## src/rtl/instruction_decoder.sv

```systemverilog
`default_nettype none
// ============================================================================
// Module      : instruction_decoder
// Description : Registered instruction register plus combinational decode for
//               an 8-bit core. A small FSM sequences reset fill, the one-cycle
//               flush after a taken jump, and halt.
// Ports       : clk, reset_n        - clock, asynchronous active-low reset
//               pm_data, alu_zero   - fetched word, ALU zero result
//               sync_reset, jmp, jmp_nz, jmp_addr, dont_jump
//                                   - program sequencer control
//               reg_en, src_sel, src_reg, imm, alu_func, alu_en
//                                   - datapath control
//               halted              - core halted
// Revision    : 1.0 - initial release
// ============================================================================
module instruction_decoder #(
  parameter logic       Z_RESET   = 1'b0,
  parameter logic [7:0] HALT_CODE = 8'hFF
) (
  input  logic       clk,
  input  logic       reset_n,
  input  logic [7:0] pm_data,
  input  logic       alu_zero,
  output logic       sync_reset,
  output logic       jmp,
  output logic       jmp_nz,
  output logic [3:0] jmp_addr,
  output logic       dont_jump,
  output logic [3:0] reg_en,
  output logic [1:0] src_sel,
  output logic [1:0] src_reg,
  output logic [3:0] imm,
  output logic [2:0] alu_func,
  output logic       alu_en,
  output logic       halted
);

  typedef enum logic [2:0] {
    ST_RST   = 3'd0,
    ST_FILL  = 3'd1,
    ST_RUN   = 3'd2,
    ST_FLUSH = 3'd3,
    ST_HALT  = 3'd4
  } state_t;

  localparam logic [1:0] c_OP_LDI = 2'b00;
  localparam logic [1:0] c_OP_MOV = 2'b01;
  localparam logic [1:0] c_OP_ALU = 2'b10;
  localparam logic [1:0] c_OP_BR  = 2'b11;

  localparam logic [1:0] c_SRC_IMM = 2'd0;
  localparam logic [1:0] c_SRC_REG = 2'd1;
  localparam logic [1:0] c_SRC_ALU = 2'd2;

  state_t     r_state;
  state_t     w_next_state;
  logic [7:0] r_ir;
  logic       r_z_flag;
  logic       w_ir_valid;
  logic       w_is_halt;
  logic       w_taken;

  function automatic logic [3:0] onehot(input logic [1:0] idx);
    return 4'b0001 << idx;
  endfunction

  // --------------------------------------------------------------------------
  // State, instruction register and zero flag
  // --------------------------------------------------------------------------
  always_ff @(posedge clk or negedge reset_n) begin
    if (!reset_n) begin
      r_state  <= ST_RST;
      r_ir     <= 8'h00;
      r_z_flag <= Z_RESET;
    end else begin
      r_state <= w_next_state;
      // The halt word stays in ir so the core remains parked.
      if (r_state != ST_HALT) begin
        r_ir <= pm_data;
      end
      // alu_en is only ever high in RUN, so the flag moves only on real ALU ops.
      if (alu_en) begin
        r_z_flag <= alu_zero;
      end
    end
  end

  assign w_ir_valid = (r_state == ST_RUN);
  assign w_is_halt  = (r_ir == HALT_CODE);
  assign w_taken    = jmp | (jmp_nz & ~r_z_flag);

  assign sync_reset = (r_state == ST_RST);
  assign halted     = (r_state == ST_HALT);
  assign dont_jump  = r_z_flag;

  // --------------------------------------------------------------------------
  // Instruction decode; everything stays zero unless ir holds a live word
  // --------------------------------------------------------------------------
  always_comb begin
    jmp      = 1'b0;
    jmp_nz   = 1'b0;
    jmp_addr = 4'h0;
    reg_en   = 4'h0;
    src_sel  = c_SRC_IMM;
    src_reg  = 2'd0;
    imm      = 4'h0;
    alu_func = 3'd0;
    alu_en   = 1'b0;
    if (w_ir_valid && !w_is_halt) begin
      case (r_ir[7:6])
        c_OP_LDI: begin
          reg_en  = onehot(r_ir[5:4]);
          src_sel = c_SRC_IMM;
          imm     = r_ir[3:0];
        end
        c_OP_MOV: begin
          // A move onto itself has no effect, so no write is enabled.
          reg_en  = (r_ir[5:4] == r_ir[3:2]) ? 4'h0 : onehot(r_ir[5:4]);
          src_sel = c_SRC_REG;
          src_reg = r_ir[3:2];
        end
        c_OP_ALU: begin
          alu_en   = 1'b1;
          alu_func = r_ir[5:3];
          reg_en   = onehot({1'b0, r_ir[2]});
          src_sel  = c_SRC_ALU;
        end
        c_OP_BR: begin
          jmp_addr = r_ir[3:0];
          jmp      = (r_ir[5:4] == 2'b00);
          jmp_nz   = (r_ir[5:4] == 2'b01);
        end
        default: begin
        end
      endcase
    end
  end

  // --------------------------------------------------------------------------
  // Next-state logic
  // --------------------------------------------------------------------------
  always_comb begin
    w_next_state = r_state;
    case (r_state)
      ST_RST:   w_next_state = ST_FILL;
      ST_FILL:  w_next_state = ST_RUN;
      ST_RUN: begin
        if (w_is_halt) begin
          w_next_state = ST_HALT;
        end else if (w_taken) begin
          // The word fetched behind the jump is loaded but never decoded.
          w_next_state = ST_FLUSH;
        end
      end
      ST_FLUSH: w_next_state = ST_RUN;
      ST_HALT:  w_next_state = ST_HALT;
      default:  w_next_state = ST_RST;
    endcase
  end

endmodule
`default_nettype wire

```

## config.mk

```make
export PLATFORM = sky130hd
export DESIGN_NAME = instruction_decoder
export DESIGN_NICKNAME = d
export VERILOG_FILES = /design/src/rtl/instruction_decoder.sv
export SDC_FILE = /design/constraint.sdc
export NUM_CORES = 1
export LEC_CHECK = 0
export ABC_AREA = 1
export CAP_MARGIN = 20
export CORE_MARGIN = 2
export CORE_UTILIZATION = 30
export CTS_BUF_LIST = sky130_fd_sc_hd__clkbuf_4 sky130_fd_sc_hd__clkbuf_8 sky130_fd_sc_hd__clkbuf_16
export DETAILED_ROUTE_END_ITERATION = 6
export DONT_BUFFER_PORTS = 1
export SLEW_MARGIN = 10
export SYNTH_ARGS = -nofsm -noshare
export SYNTH_HDL_FRONTEND = slang
export SYNTH_SLANG_ARGS = --single-unit
```

## constraint.sdc

```tcl
create_clock -name clk -period 1.1 [get_ports clk]
set_input_delay 0.165 -clock clk [delete_from_list [all_inputs] [get_ports clk]]
set_output_delay 0.165 -clock clk [all_outputs]
set_load 0.02 [all_outputs]
```

==> results.ini <==
[sta]
slew_violations=0
tightestPinTransition_ps=528.3
final.setup.worst_slack_ps=-504.1
rsz0062_at_grt=true
fin_setup_tns_ps=-13160
post-route-min-period_ps=1604
hold_viol=0
fmax_mhz=623.4
post-route-period-util=1.458
slew_headroom=0.6466
setup_violations=36
finClkSkew_ps=1.731

[grt]
grt_pass1_vias=854
antenna_found_initial=0
grt_usage=0.1842
grt_max_degree=15
grt_pass1_wl_mm=3.843
grt.overflow.total=0

[cells_and_area]
multiInputGateArea_um2=654.4
area_growth_pct=101.8
layout_common_cells=47 x buf_4, 21 x nand2_1, 12 x dfrtp_1
n_antenna_cell=0
post-route-util=0.6291
nets=177
layout.cells.most_common=buf_4
regArea_um2=300.3
drive_gt1_frac=0.6707
fillers=199
layout.cells.non_filler=194

[route]
routed_wirelength_mm=2.601
dr_total_vias=900
drc=0
drtIter0Drc=7
final_antenna_net_count=0
viasPerCell=4.639
routedWlPerCell_um=13.41
firstDrtPassIters=4

[synth]
syn_area_um2=758.2
syn_avg_cell_area_um2=6.956
synthesis.nets=120
synth.distinct_cells=18
ys_warn_count=0
syn_inst=109
synth-seq-cells=12
seq_area_frac_synth=0.3960

[place]
io_buffers=0
dp_hpwl_mm=1.770
place.gp.congestion=0.8273
place_inst=180

[critical_path]
worstSetupPathType=flip-flop to output pin
cp.required_ps=940
cp_max_fo=3
cp-start-kind=flip-flop
cp-end-kind=output pin
arrival_ps=1440

[power]
vdd_drop_max_v=0.0009702
p_per_area_nw_per_um2=1731
power.leakage_nw=0.7225

[floorplan]
die_w_um=54.28
core_um2=2432
rows=18
die-height_um=54.28
io_pins=36
start_util=0.3117
die_area_um2=2946

[clocking]
cts_tree=yes
h-tree-depth=1
insertion_delay_ps=260
clkTransAtPathRegs_ps=60
clockBufferDepth=2
cts_sinks=12
cts_inserted_buffers=3
cts_root_buffer=clkbuf_4

[outcome]
status=finished, violations left
violations=negative setup slack

[flow_run]
drv_cap=0

[min_path]
hold_path_class=input pin to flip-flop

## cells by family (layout without fill, tap and decap cells)
kind of cell,count (synthesis),after routing,share of synthesized area
buf+inv,20,75,0.1205
simple gates,63,63,0.3729
flops,12,12,0.3960
compound gates,14,14,0.1106
## worst max-delay path, stage by stage (launching register included)
cell and delay [ps]:
dfrtp_1 420, nand2_4 100, nor2_4 50, buf_6 110, a21oi_4 140, nand2_2 80, nor3_4 270
## where the power goes
part           total [W]  leakage, nW  internal, W  switching (W)
clock network   0.000245       0.0138     0.000126       0.000119
logic            0.00183        0.566     0.000864       0.000963
registers       0.000576        0.143     0.000512      0.0000643
total            0.00265        0.722      0.00150        0.00115
## area by class of cell
class,count,area share
Multi-Input combinational cell,77,0.4276
Timing Repair Buffer,54,0.2813
Sequential cell,12,0.1962
Inverter,17,0.04988
Tap cell,30,0.02453
Clock buffer,3,0.01472
Timing Repair inverter,1,0.005724
## synthesized netlist by cell type
master	n	area, um^2
a211oi_1	1	7.510
nand2_1	26	97.59
nor3_1	12	60.06
buf_4	1	7.510
buf_8	1	15.01
nand2_2	1	6.260
nor2_2	2	12.51
buf_2	1	5.000
nand3_1	7	35.03
o21ai_2	1	8.760
a21oi_1	1	5.000
a21oi_2	2	17.52
nor2_1	13	48.80
inv_1	16	60.06
inv_2	1	3.750
dfrtp_1	12	300.3
o21ai_0	9	45.04
nand2_4	2	22.52
## metal layers
metal / track usage / vias up / wire length [um]
met5: 0 / - / 0
li1: - / 461 / -
met4: 0.07500 / 0 / 19
met1: 0.2410 / 417 / 1193
met3: 0.01913 / 2 / 56
met2: 0.3092 / 20 / 1332
## repair_timing
action,in CTS,in global routing
hold endpoints to repair,12,0
setup endpoints to repair,28,36
resized for setup,27,15
hold buffers,1,0
setup buffers,7,3
pin swaps,12,8
cloned,1,0
## sequential cells by signal, indices dropped and copies added, names as in the netlist
name and count:
r_ir 8, dont_jump 1, r_state 3
## per-stage QoR
stage | worst slack, ps | area (um^2) | total power (W) | hold WS [ps]
after CTS | -521.2 | 1453 | 0.002473 | 13.00
final | -504.1 | 1530 | 0.002649 | 20.69
after detailed placement | -270.5 | 1281 | 0.002011 | -130.4
after floorplan | -240.2 | 955.9 | 0.001471 | -130.6
after global routing | -572.0 | 1530 | 0.002802 | 14.47
after global placement | -251.9 | 1281 | 0.001975 | -130.4
## worst paths after layout
check	from	end	slack [ps]	cells past startpoint
max	r_ir[7]	reg_en[2]	-500	6
min	alu_zero	dont_jump	20	2
max reg2reg	r_state[0]	r_ir[6]	-240	9
min reg2reg	r_state[2]	r_state[1]	590	2
max in group asynchronous	reset_n	r_state[2]	430	1
min in group asynchronous	reset_n	r_ir[7]	320	1
No activity file was read; power rests on OpenSTA's default activity.
